### src/rtl/mult3_sched_pkg.sv
// Shared types and constants for the round-robin mult3 scheduler.
package mult3_sched_pkg;

  localparam int OPW = 3;
  localparam int PW  = 6;

  typedef enum logic [1:0] {IDLE, WAIT, DONE} state_t;

  // Settle counter holds SETTLE-1 at most; keep at least one bit.
  function automatic int cnt_width(input int settle);
    return (settle > 1) ? $clog2(settle) : 1;
  endfunction

endpackage

### src/rtl/rr_pick.sv
// Combinational round-robin picker: first set request strictly after ptr,
// wrapping modulo NREQ.
module rr_pick #(
  parameter int NREQ = 4,
  parameter int IW   = (NREQ > 1) ? $clog2(NREQ) : 1
) (
  input  logic [NREQ-1:0] req,
  input  logic [IW-1:0]   ptr,
  output logic [NREQ-1:0] grant,
  output logic [IW-1:0]   idx,
  output logic            any
);

  always_comb begin
    logic [IW-1:0] cand;
    grant = '0;
    idx   = '0;
    any   = 1'b0;
    cand  = '0;
    // The last candidate examined is ptr itself, so a lone requester still wins.
    for (int i = 1; i <= NREQ; i++) begin
      cand = IW'((int'(ptr) + i) % NREQ);
      if (!any && req[cand]) begin
        any         = 1'b1;
        idx         = cand;
        grant[cand] = 1'b1;
      end
    end
  end

endmodule

### src/rtl/mult3_sched.sv
// Round-robin scheduler sharing one external 3x3 multiplier between NREQ
// requesters; holds operands for SETTLE cycles, then samples the product.
module mult3_sched
  import mult3_sched_pkg::*;
#(
  parameter int NREQ   = 4,
  parameter int SETTLE = 2
) (
  input  logic                clk,
  input  logic                rst,
  input  logic [NREQ-1:0]     req,
  input  logic [OPW*NREQ-1:0] a_in,
  input  logic [OPW*NREQ-1:0] b_in,
  output logic [NREQ-1:0]     gnt,
  output logic [PW-1:0]       result,
  output logic                busy,
  output logic [OPW-1:0]      mul_a,
  output logic [OPW-1:0]      mul_b,
  input  logic [PW-1:0]       mul_p
);

  localparam int IW = $clog2(NREQ);
  localparam int CW = cnt_width(SETTLE);
  localparam logic [CW-1:0] CNT_LOAD = CW'(SETTLE - 1);

  state_t          state;
  logic [IW-1:0]   ptr;
  logic [IW-1:0]   win;
  logic [NREQ-1:0] win_oh;
  logic [CW-1:0]   cnt;

  logic [NREQ-1:0] pick_oh;
  logic [IW-1:0]   pick_idx;
  logic            pick_any;

  logic [OPW-1:0] a_arr [NREQ];
  logic [OPW-1:0] b_arr [NREQ];

  for (genvar g = 0; g < NREQ; g++) begin : g_unpack
    assign a_arr[g] = a_in[g*OPW +: OPW];
    assign b_arr[g] = b_in[g*OPW +: OPW];
  end

  rr_pick #(.NREQ(NREQ), .IW(IW)) u_pick (
    .req  (req),
    .ptr  (ptr),
    .grant(pick_oh),
    .idx  (pick_idx),
    .any  (pick_any)
  );

  always_ff @(posedge clk) begin
    if (rst) begin
      state  <= IDLE;
      gnt    <= '0;
      result <= '0;
      busy   <= 1'b0;
      mul_a  <= '0;
      mul_b  <= '0;
      ptr    <= IW'(NREQ - 1);
      win    <= '0;
      win_oh <= '0;
      cnt    <= '0;
    end else begin
      gnt <= '0;
      case (state)
        IDLE: begin
          if (pick_any) begin
            mul_a  <= a_arr[pick_idx];
            mul_b  <= b_arr[pick_idx];
            win    <= pick_idx;
            win_oh <= pick_oh;
            cnt    <= CNT_LOAD;
            busy   <= 1'b1;
            state  <= WAIT;
          end
        end
        // Multiplier inputs stay frozen while the gate-delay datapath settles.
        WAIT: begin
          if (cnt != '0) begin
            cnt <= cnt - CW'(1);
          end else begin
            result <= mul_p;
            gnt    <= win_oh;
            state  <= DONE;
          end
        end
        DONE: begin
          ptr   <= win;
          busy  <= 1'b0;
          state <= IDLE;
        end
        default: state <= IDLE;
      endcase
    end
  end

endmodule

### config.mk
export PLATFORM = sky130hd
export DESIGN_NAME = mult3_sched
export DESIGN_NICKNAME = d
export VERILOG_FILES = /design/src/rtl/mult3_sched_pkg.sv /design/src/rtl/rr_pick.sv /design/src/rtl/mult3_sched.sv
export SDC_FILE = /design/constraint.sdc
export NUM_CORES = 1
export LEC_CHECK = 0
export BUFFER_PORTS_ARGS = -buffer_cell sky130_fd_sc_hd__clkbuf_2
export CAP_MARGIN = 20
export CORE_MARGIN = 5
export CORE_UTILIZATION = 45
export CTS_CLUSTER_SIZE = 20
export DETAILED_ROUTE_END_ITERATION = 8
export PLACE_DENSITY = 0.71
export SLEW_MARGIN = 20
export SYNTH_ARGS = -nofsm -noshare
export SYNTH_HDL_FRONTEND = slang
export SYNTH_SLANG_ARGS = --single-unit
### constraint.sdc
create_clock -name clk -period 6.21 [get_ports clk]
set_input_delay 0.9315 -clock clk [delete_from_list [all_inputs] [get_ports clk]]
set_output_delay 0.9315 -clock clk [all_outputs]
set_load 0.02 [all_outputs]
Word level (Yosys, flattened, before mapping)
Index checks and enable logic that the tools add are counted.
Widths: inputs -> output; s select.

operators by class
  add/sub/neg operators = 5
  order comparisons = 9
  equality and inequality tests = 4
  muxes and demuxes = 41
  bitwise operators = 6
  reductions and logical operators = 19

operator list
  kind                 number
  $mux 4               4
  $mux 1               14
  $bmux 3 s2           2
  $lt 2x3->1 const B   4
  $mux 2               6
  $mux 3               4
  $or 4x4->4           3
  $reduce_and 2->1     5
  $bmux 1 s2           4
  $demux 1 s2          4
  $ge 2x1->1 const B   4
  $logic_and 1x1->1    7
  $add 2x1->2 const B  2
  $add 2x2->2 const B  2
  $ne 2x2->1 const B   2
  $pmux 1 s2           2
  $pmux 2 s2           1
  $reduce_bool 2->1    2
  $ge 3x3->1 const B   1
  $logic_not 1->1      3
  $not 2->3            1
  $reduce_or 3->1      1
  $eq 2x1->1 const B   1
  $eq 2x2->1 const B   1
  other kinds (3)      4

word-level totals
  register bits after elaboration = 28
  bits of input ports = 36
  output and inout bits = 17
  word-level logic and storage cells = 94

Logic depth before layout (Yosys ltp)
Gate-level depths: netlist of run 1.

  word-level depth = 17
  depth in mapped cells = 11
  gate-level depth less buffers = 8

By module
From an unflattened synthesis of run 1, not the netlist that was laid out.

unflattened totals
  cell total of the unflattened synthesis = 181
  area total of the unflattened synthesis = 1,641.6 um2

by module, submodules not included
  module       instances  cells each  area each (um2)  sequential area each (um2)
  mult3_sched  1          113         1,116.1          560.5
  rr_pick      1          68          525.5            0.0

Worst setup path after synthesis of run 1
No wires, ideal clock.

  path kind = register to register
  start point = register ptr[0]
  end point = register mul_a[0]
  setup time = 0.133 ns
  data arrival time = 2.634 ns
  data required time = 6.077 ns
  slack = 3.442 ns
  cell stages (with the launch flop) = 12
  buffers on the path = 3
  period minus slack after synthesis = 2.768 ns
  cells stage by stage = dfxtp_1 > buf_4 > inv_1 > ha_1 > buf_6 > mux4_2 > nor2b_4 > nor2_2 > o22ai_4 > buf_6 > mux2i_1 > o221ai_1

on the way
  cells in the longest elaborated chain, start to end = 17
  elaborated cells between the ends (all ways) = 31
  classes of those cells = add/sub (4); mux (19); bitwise (1); reduce/logical (7)

ends and longest elaborated chain
  element                                    RTL line           source
  from (decl)                                mult3_sched.sv:27  logic [IW-1:0] ptr;
  from (signal assigned)                     mult3_sched.sv:60  ptr <= IW'(NREQ - 1);
  from (signal assigned)                     mult3_sched.sv:89  ptr <= win;
  $add 2x1->2                                rr_pick.sv:22      cand = IW'((int'(ptr) + i) % NREQ);
  $bmux 1 s2                                 rr_pick.sv:23      if (!any && req[cand]) begin
  $mux 1 (implied by the code)               rr_pick.sv:23
  $mux 1                                     rr_pick.sv:23
  $logic_not 1->1                            rr_pick.sv:23
  $logic_and 1x1->1                          rr_pick.sv:23
  $mux 1                                     rr_pick.sv:23
  $logic_not 1->1                            rr_pick.sv:23
  $logic_and 1x1->1                          rr_pick.sv:23
  $mux 1                                     rr_pick.sv:23
  $logic_not 1->1                            rr_pick.sv:23
  $logic_and 1x1->1                          rr_pick.sv:23
  $mux 2                                     rr_pick.sv:23
  $not 2->3 (implied by the code)            mult3_sched.sv:69  mul_a <= a_arr[pick_idx];
  $bmux 3 s2                                 mult3_sched.sv:69
  $mux 3 (implied by the code) (2 in a row)  mult3_sched.sv:69
  to (signal assigned)                       mult3_sched.sv:69
  to (decl)                                  mult3_sched.sv:17  output logic [OPW-1:0] mul_a,

Several ways; a longest one is shown, not always the timed one. The select of a mux whose other input is x is not followed.
A chain may end at the register's enable or synchronous reset.

Final worst setup path of run 1
  start point = register ptr[0]
  end point = register mul_b[1]

on the way
  cells in the longest elaborated chain, start to end = 17
  elaborated cells between the ends (all ways) = 31
  classes of those cells = add/sub (4); mux (19); bitwise (1); reduce/logical (7)

ends and longest elaborated chain
  element                                    RTL line           source
  $add 2x1->2                                rr_pick.sv:22
  $bmux 1 s2                                 rr_pick.sv:23
  $mux 1 (implied by the code)               rr_pick.sv:23
  $mux 1                                     rr_pick.sv:23
  $logic_not 1->1                            rr_pick.sv:23
  $logic_and 1x1->1                          rr_pick.sv:23
  $mux 1                                     rr_pick.sv:23
  $logic_not 1->1                            rr_pick.sv:23
  $logic_and 1x1->1                          rr_pick.sv:23
  $mux 1                                     rr_pick.sv:23
  $logic_not 1->1                            rr_pick.sv:23
  $logic_and 1x1->1                          rr_pick.sv:23
  $mux 2                                     rr_pick.sv:23
  $not 2->3 (implied by the code)            mult3_sched.sv:70  mul_b <= b_arr[pick_idx];
  $bmux 3 s2                                 mult3_sched.sv:70
  $mux 3 (implied by the code) (2 in a row)  mult3_sched.sv:70
  to (signal assigned)                       mult3_sched.sv:70
  to (decl)                                  mult3_sched.sv:18  output logic [OPW-1:0] mul_b,

Several ways; a longest one is shown, not always the timed one. The select of a mux whose other input is x is not followed.

==> impl_results.md, run 1 <==
* Count leader, synth: dfxtp_1
* LEAKAGE at 0.898 nW
* Core area at 3610 um^2
* Critical path data arrival time at 3.53 ns
* Iteration-0 DRC Markers at 107
* # diodes at 0
* First-pass GRT wire length at 5.81 mm
* Finished Layout Cells at 256
* Highest routed metal layer: met4
* Sequential share of the synthesized area at 33.9%
* Ys flop type: dfxtp_1
* Fill cell count at 351
* Max-Slew Margin vs Limit at 43.4%
* Drt wl/cell at 13.3 um
* Crit-path slowest cell: dfxtp_1
* Vias in the first global route at 1328
* Slew Viols, Final at 0
* Port Buffers at 52
* Psw at 0.000179 W
* Worst path cell trace: inv_1, ha_1, mux4_2, inv_1, a21oi_1, o22ai_4, mux2i_1, o221ai_1
* Yosys warns at 0
* DIE WIDTH at 70.6 um
* Internal power at 0.000346 W
* Req. time, crit path at 6.37 ns
* Residual DRC at 0
* Switch share at 34.1%
* PwrDens at 267 nW/um^2
* Max incr delay on CP at 0.84 ns
* Multiplexer share of the synthesized area at 19.4%
* FF-to-FF setup slack at 2.83 ns
* Synth Register Bits at 28
* Post-CTS Resized at 0
* Clock root buffer: clkbuf_8
* Startpoint types: flip-flop
* VDD IR max at 0.157 mV
* Hold crit path type: reg -> reg
* Largest net degree at the start of global routing at 18
* Crit Path Max Fanout at 17
* Worst-case clock buffer depth at 2
* Rows at 22
* Met2 wire length at 1.72 mm
* Status: complete, no violations
* CTS tree: yes
* Final Skew at 0.00369 ns
* Design Power at 0.000524 W
* Clk pwr share at 21.2%
* Hold buffers post-CTS at 0
* Setup TNS at 0 ns
* Hold Violations, Final at 0
* Clk sinks at 28
* Synth async-reset ratio at 0%
* Most used cell, CP: inv_1
* Global placer's final weighted congestion at 0.774
* Syn nets at 204
* Post-synth top area cell: dfxtp_1
* DRT Pass-1 Iters at 4
* Met3 wire len at 137 um
* Main combinational cell family by area after synthesis: multiplexers
* Worst-Skew Late Latency at 0.27 ns
* Mapped Cells at 160
* Final setup viols at 0
* Via density at 5.26
* H-tree lvl count at 1
* Post-CTS Setup Bufs at 0
* MaxCap Viol Count at 0
* Synth cell types at 37
* Share of layout cells above drive strength 1 at 36.5%
* Synth top area share at 33.9%
* Max frequency at 0.296 GHz
* RSZ-0062 raised after global routing: false
* Gr usage total at 13.9%
* Die area at 4980 um^2
* Crit. End Element: flip-flop
* Post-synthesis cell area at 1650 um^2
* Tcrit/Tclk final at 54.4%
* Critical path type: reg -> reg
* Initial core utilization at 45.8%
* Most common library cells after synthesis: dfxtp_1, mux2i_1, nor2_1
* DIE HEIGHT at 70.6 um
* Vias at 1346
* Placed instance area at 1910 um^2
* Total wire length at 3.41 mm
* Hold slack at 0.471 ns
* Post-DP HPWL at 2.75 mm
* Total CTS buffers at 3
* Antenna Nets Post-Route at 0
* Comb pwr share at 36.2%
* Area delta synth->final at 18.9%
* Xor and xnor fraction of the mapped netlist area at 0.530%
* Tmin final at 3.38 ns
* Avg Inst Size Synth at 10.3 um^2
* DP Cell Count at 252
* Ranking of synthesized cells by area: dfxtp_1, mux2i_1, ha_1
* Initial antenna violation count at 0
* Top-Level Pins at 53
* GRT overflow at 0
* Adder-cell share of the synthesized area at 6.06%
* Worst Max-Slew Pin Slew at 0.844 ns
* Flop pwr share at 42.6%
* Fin nets at 253
* Post-synth EDFFs at 0
* Final instance area at 1960 um^2
* Synth Area in Simple Gates at 17.5%
* Fraction of the mapped netlist area in compound gates at 17.3%
* Wl on met1 at 1.53 mm
* Clock-pin slew on the worst setup and hold paths at 0.09 ns
==> stage by stage <==
stage	utilization (%)	setup slack (ns)
after floorplan	-	3.44
after CTS	54.4	2.78
after global routing	54.4	2.55
final	54.4	2.83
after global placement	52.9	2.87
after detailed placement	52.9	2.81
==> metal layers <==
layer  vias to the layer above  GRT usage, %
met5                         -             0
met4                         0          5.01
met3                         2          2.70
met2                        22          24.1
met1                       636          17.1
li1                        686             -
==> cells in the final DEF (no fill, tap or decap), drive strengths merged, types with 3 or more instances in the layout <==
master / Yosys / final
nor3: 3 / 3
a22oi: 4 / 4
dfxtp: 28 / 28
nand3: 3 / 3
nor2: 21 / 21
mux2i: 23 / 23
nand2: 12 / 12
o221ai: 7 / 7
and3: 4 / 4
clkbuf: 3 / 56
a221oi: 4 / 4
mux4: 4 / 4
ha: 8 / 8
inv: 6 / 6
o21ai: 3 / 3
a211oi: 4 / 4
==> critical path, delay by kind of cell (launching register included) <==
kind	cells	cell delay (ns)
compound gates	3	0.66
buf+inv	2	0.33
flops	1	0.84
fa+ha+maj	1	0.54
mux	2	0.89
==> power by group through the flow <==
| stage | combinational (W) | sequential (W) | clock [W] |
|---|---|---|---|
| 2_1_floorplan | 0.000141 | 0.000239 | 0 |
| 3_3_place_gp | 0.000190 | 0.000227 | 0 |
| 3_5_place_dp | 0.000192 | 0.000227 | 0 |
| 4_1_cts | 0.000193 | 0.000223 | 0.000114 |
| 5_1_grt | 0.000207 | 0.000227 | 0.000121 |
| 6_report | 0.000190 | 0.000223 | 0.000111 |
==> cell type report <==
cell class,count,area [um^2],area share (%)
Clock buffer,4,55.1,2.80
Sequential cell,28,561,28.6
Inverter,6,22.5,1.15
Tap cell,48,60.1,3.06
Timing Repair Buffer,52,260,13.3
Multi-Input combinational cell,118,1000,51.2
==> registers in the layout, indices dropped and copies added, names as in the netlist <==
name    flops
gnt         4
cnt         1
state       2
win_oh      4
ptr         2
mul_a       3
win         2
busy        1
mul_b       3
result      6
==> worst paths after layout <==
check	from	end	cells past startpoint
max reg2reg	ptr[0]	mul_b[1]	8
min	mul_a[1]	mul_a[1]	2
min reg2reg	mul_a[1]	mul_a[1]	2
max	ptr[0]	mul_b[1]	8
==> kinds of logic after synthesis <==
family                   after synthesis
adder cells (fa/ha/maj)                8
AND/OR/NAND/NOR                       52
flip-flops                            28
multiplexers                          27
AO/OA/AOI/OAI                         30
buffers and inverters                 14
XOR/XNOR                               1
Note: power is estimated with default switching activity, not from simulation.
==> inputs of run 2 (changes only) <==
==> constraint.sdc (replaced) <==
create_clock -name clk -period 3.2 [get_ports clk]
set_input_delay 0.48 -clock clk [delete_from_list [all_inputs] [get_ports clk]]
set_output_delay 0.48 -clock clk [all_outputs]
set_load 0.02 [all_outputs]
==> run 2 against run 1 <==
Sequential share of layout area fell by 0.34 points. Largest power group unchanged. Global-route usage rose by 0.73 points. Flip-flop and latch count did not move. Power rose by 110%. Highest routed layer unchanged. Largest cell class unchanged.
==> impl_results.md, run 2 (same netlist as run 1, synthesis figures left out) <==
* Worst r2r dst: mul_a[1]
* PwrDens at 544 nW/um^2
* Hold_sp: mul_p[5]
* Hold path cells at 3
* Port Buffers at 52
* Post-CTS Resized at 0
* Post-CTS Setup Bufs at 0
* H-tree lvl count at 1
* Drt wl/cell at 13.8 um
* Util after Layout at 55.1%
* Vias at 1346
* Fill cell count at 328
* Crit Path Max Fanout at 11
* Hold crit path type: in -> reg
* Worst Path Buf+Inv at 1
* Max incr delay on CP at 0.51 ns
* Tmin final at 2.92 ns
* DIE WIDTH at 70.6 um
* LEAKAGE at 0.909 nW
* Worst path cell trace: inv_1, ha_1, mux4_2, nor4_2, nor3_2, nor2_2, nand2_1, o221ai_1
* Residual DRC at 0
* Status: complete, no violations
* Share of layout cells above drive strength 1 at 36.8%
* Req. time, crit path at 3.40 ns
* Crit-path slowest cell: nor4_2
* Hold Violations, Final at 0
* Post-DP HPWL at 2.82 mm
* DIE HEIGHT at 70.6 um
* DP Cell Count at 253
* Critical path's top delay family: simple AND/OR/NAND/NOR gates
* Setup TNS at 0 ns
* First-pass GRT wire length at 5.97 mm
* DRT Pass-1 Iters at 4
* RSZ-0062 raised after global routing: false
* Antenna Nets Post-Route at 0
* Worst-case clock buffer depth at 2
* Startpoint types: flip-flop
* Top-Level Pins at 53
* Final Skew at 0.00320 ns
* Worst-Skew Late Latency at 0.27 ns
* Final setup viols at 0
* Total wire length at 3.55 mm
* MaxCap Viol Count at 0
* # diodes at 0
* GRT overflow at 0
* Rows at 22
* Hold slack at 0.440 ns
* Clock-pin slew on the worst setup and hold paths at 0.09 ns
* Initial antenna violation count at 0
* Clk sinks at 28
* Clock root buffer: clkbuf_8
* R2R depth at 8
* Finished Layout Cells at 257
* Largest net degree at the start of global routing at 18
* Max-Slew Margin vs Limit at 42.3%
* CTS tree: yes
* Fin nets at 254
* Critical path type: reg -> reg
* Largest regs: result x6, gnt x4, win_oh x4
* Setup ws final at 0.279 ns
* Hold path endpoint: result[5]
* Most frequent cells in the layout: clkbuf_2, dfxtp_1, mux2i_1
* Number of flip-flops under the largest register name at 6
* Crit Reg-Reg Startpoint: ptr[1]
* Critical path data arrival time at 3.12 ns
* Crit. End Element: flip-flop
* Core area at 3610 um^2
* Die area at 4980 um^2
* Via density at 5.24
* Gr usage total at 14.6%
* Reg with most FFs: result
* Slew Viols, Final at 0
* Initial core utilization at 45.8%
* Worst Max-Slew Pin Slew at 0.861 ns
* Hold buffers post-CTS at 0
* Vias in the first global route at 1329
* Global placer's final weighted congestion at 0.796
* Iteration-0 DRC Markers at 125
* VDD IR max at 0.261 mV
* Tcrit/Tclk final at 91.3%
* Setup WS pre-CTS at 0.270 ns
* FF-to-FF setup slack at 0.28 ns
* Area delta synth->final at 20.3%
* Commonest non-fill, non-tap cell in the layout: clkbuf_2
* Total CTS buffers at 3
* Max frequency at 0.342 GHz
## run 2: metal layers
| metal | vias to the layer above | track usage (%) | wire length (um) |
|---|---|---|---|
| li1 | 689 | - | - |
| met1 | 633 | 18.9 | 1650 |
| met2 | 22 | 23.7 | 1760 |
| met3 | 2 | 3.84 | 112 |
| met4 | 0 | 5.01 | 24 |
| met5 | - | 0 | 0 |
## run 2: tightest hold or removal path: cells and delay by family
| kind | cells | cell delay (ns) |
|---|---|---|
| buffers and inverters | 1 | 0.07 |
| AND/OR/NAND/NOR | 1 | 0.07 |
| multiplexers | 1 | 0.06 |
## run 2: stage by stage
| step | power (W) | area [um^2] |
|---|---|---|
| final | 0.00108 | 1990 |
| after global routing | 0.00115 | 1990 |
| after CTS | 0.00109 | 1990 |
| after detailed placement | 0.000817 | 1920 |
| after global placement | 0.000812 | 1920 |
| after floorplan | 0.000738 | 1650 |
## run 2: where the power goes
group / internal (W) / switching (W)
sequential: 0.000398 / 0.0000306
combinational: 0.000164 / 0.000214
clock: 0.000167 / 0.000108
total: 0.000729 / 0.000352
## run 2: how the worst max path moves through the flow
stage                       from  endpoint  slack (ns)  cells after the start
after floorplan           ptr[0]  mul_a[0]        0.43                     11
after detailed placement  ptr[1]  mul_a[0]        0.27                      8
after CTS                 ptr[1]  mul_a[0]        0.25                      8
final                     ptr[1]  mul_a[1]        0.28                      8
after global placement    ptr[1]  mul_b[2]        0.35                      8
after global routing      ptr[1]  mul_a[0]        0.07                      8
## run 2: cell type report
class / instances / area, um^2 / area share [%]
Multi-Input combinational cell: 118 / 1000 / 50.6
Sequential cell: 28 / 561 / 28.2
Timing Repair Buffer: 53 / 268 / 13.5
Tap cell: 48 / 60.1 / 3.02
Clock buffer: 3 / 41.3 / 2.08
Clock inverter: 1 / 30.0 / 1.51
Inverter: 6 / 22.5 / 1.13
==> inputs of run 3 (changes only) <==
--- a/config.mk
+++ b/config.mk
@@ -9,6 +9,7 @@
 export CAP_MARGIN = 20
 export CORE_MARGIN = 5
 export CORE_UTILIZATION = 45
+export CTS_BUF_LIST = sky130_fd_sc_hd__clkbuf_8
 export CTS_CLUSTER_SIZE = 20
 export DETAILED_ROUTE_END_ITERATION = 8
 export PLACE_DENSITY = 0.71
==> constraint.sdc (replaced) <==
create_clock -name clk -period 3.5 [get_ports clk]
set_input_delay 0.525 -clock clk [delete_from_list [all_inputs] [get_ports clk]]
set_output_delay 0.525 -clock clk [all_outputs]
set_load 0.02 [all_outputs]
==> run 3 against run 2 <==
Register-to-register slack better by 0.23 ns. Power down 8.4%. Critical path depth unchanged. Sequential power is 8.6% lower. Clock skew decreased by 0.0015 ns. Cell count unchanged. First-iteration DRC count is 2.4% lower. Cell area unchanged. Routed wire length rose by 0.99%. Critical path type unchanged. Largest power group unchanged.
==> impl_results.md, run 3 (same netlist as run 1, synthesis figures left out) <==
* First-pass GRT wire length at 5.95 mm
* Hold crit path type: reg -> reg
* Reg with most FFs: result
* Worst path cell trace: inv_1, ha_1, mux4_2, inv_1, a21oi_1, o22ai_4, mux2i_1, o221ai_1
* GRT overflow at 0
* Max frequency at 0.334 GHz
* Via density at 5.49
* RSZ-0062 raised after global routing: false
* Total wire length at 3.58 mm
* Crit Path Max Fanout at 12
* Post-CTS Resized at 0
* PwrDens at 498 nW/um^2
* Met3 wire len at 145 um
* Initial core utilization at 45.8%
* Area delta synth->final at 20.3%
* Worst Path Buf+Inv at 2
* Placed instance area at 1920 um^2
* Hold slack at 0.476 ns
* Internal power at 0.000667 W
* Critical path data arrival time at 3.15 ns
* Worst-case clock buffer depth at 2
* Max-Slew Margin vs Limit at 45.4%
* # diodes at 0
* Total CTS buffers at 3
* Residual DRC at 0
* Hold Violations, Final at 0
* Clock-pin slew on the worst setup and hold paths at 0.09 ns
* FF-to-FF setup slack at 0.51 ns
* Port Buffers at 52
* Clock root buffer: clkbuf_8
* Antenna Nets Post-Route at 0
* Post-CTS Setup Bufs at 0
* R2R depth at 8
* Largest net degree at the start of global routing at 18
* Critical path type: reg -> reg
* Gr usage total at 14.3%
* LEAKAGE at 0.909 nW
* Top-Level Pins at 53
* Comb pwr share at 35.1%
* Tmin final at 2.99 ns
* Largest regs: result x6, gnt x4, win_oh x4
* Crit. End Element: flip-flop
* Global placer's final weighted congestion at 0.741
* Fin nets at 254
* Psw at 0.000324 W
* Met2 wire length at 1.76 mm
* Worst Max-Slew Pin Slew at 0.814 ns
* Drt wl/cell at 13.9 um
* Initial antenna violation count at 0
* Tcrit/Tclk final at 85.6%
* Slew Viols, Final at 0
* Vias at 1411
* Flop pwr share at 39.4%
* Wl on met1 at 1.62 mm
* Crit-path slowest cell: mux4_2
* DIE WIDTH at 70.6 um
* Most frequent cells in the layout: clkbuf_2, dfxtp_1, mux2i_1
* Worst-Skew Late Latency at 0.27 ns
* Startpoint types: flip-flop
* DRT Pass-1 Iters at 4
* DIE HEIGHT at 70.6 um
* Die area at 4980 um^2
* Final instance area at 1990 um^2
* Iteration-0 DRC Markers at 122
* Most used cell, CP: inv_1
* Hold_sp: mul_a[1]
* VDD IR max at 0.234 mV
* MaxCap Viol Count at 0
* Number of flip-flops under the largest register name at 6
* Status: complete, no violations
* Hold path cells at 2
* Final setup viols at 0
* Crit Reg-Reg Startpoint: ptr[1]
* CTS tree: yes
* Worst r2r dst: mul_b[0]
* Final Skew at 0.00170 ns
* Req. time, crit path at 3.65 ns
* H-tree lvl count at 1
* Clk sinks at 28
* Setup TNS at 0 ns
* Commonest non-fill, non-tap cell in the layout: clkbuf_2
* Switch share at 32.7%
* Core area at 3610 um^2
* Rows at 22
* Hold path endpoint: mul_a[1]
* Highest routed metal layer: met4
* Hold buffers post-CTS at 0
* Clk pwr share at 25.4%
* Max incr delay on CP at 0.63 ns
* Critical path's top delay family: multiplexers
* Vias in the first global route at 1343
* Share of layout cells above drive strength 1 at 36.8%
* Post-DP HPWL at 2.73 mm
-- run 3: cell counts in the layout (fill, tap and decap cells not counted) --
No cell type changed its count.
-- run 3: worst register-to-register path, delay by kind of cell, from the launching register on --
| family | cells | cell delay [ns] |
|---|---|---|
| muxes | 2 | 0.92 |
| AOI/OAI and AO/OA | 3 | 0.67 |
| adders and majority gates | 1 | 0.52 |
| DFF | 1 | 0.49 |
| buffers and inverters | 2 | 0.28 |
-- run 3: how the worst max path moves through the flow --
stage                 from        to  cells past startpoint
finish              ptr[1]  mul_b[0]                      8
global placement    ptr[1]  mul_b[1]                      8
floorplan           ptr[0]  mul_a[0]                     11
global route        ptr[1]  mul_b[0]                      8
CTS                 ptr[1]  mul_b[0]                      8
detailed placement  ptr[1]  mul_b[2]                      8
-- run 3: layout make-up --
type                            instances  area (um^2)
Timing Repair Buffer                   53          268
Tap cell                               48         60.1
Multi-Input combinational cell        118         1000
Sequential cell                        28          561
Clock inverter                          1         30.0
Fill cell                             331         1620
Clock buffer                            3         41.3
Inverter                                6         22.5
-- run 3: routing by layer --
metal,global-route usage (%),vias to the layer above
li1,-,692
met1,18.2,675
met2,24.1,36
met3,2.56,8
met4,5.64,0
met5,0,-
-- run 3: power groups by stage --
| stage | Sequential, W | Combinational, W | Clock (W) |
|---|---|---|---|
| finish | 0.000391 | 0.000348 | 0.000252 |
| global route | 0.000396 | 0.000380 | 0.000270 |
| CTS | 0.000390 | 0.000351 | 0.000255 |
| detailed placement | 0.000396 | 0.000349 | 0 |
| global placement | 0.000398 | 0.000345 | 0 |
| floorplan | 0.000425 | 0.000250 | 0 |
-- run 3: stage by stage --
stage | utilization, % | std cells | power (W) | worst slack (ns)
after CTS | 55.1 | 257 | 0.000996 | 0.512
after detailed placement | 53.1 | 253 | 0.000745 | 0.567
final | 55.1 | 257 | 0.000990 | 0.505
after global placement | 53.1 | 253 | 0.000743 | 0.651
after global routing | 55.1 | 257 | 0.00105 | 0.289
after floorplan | - | 160 | 0.000675 | 0.732
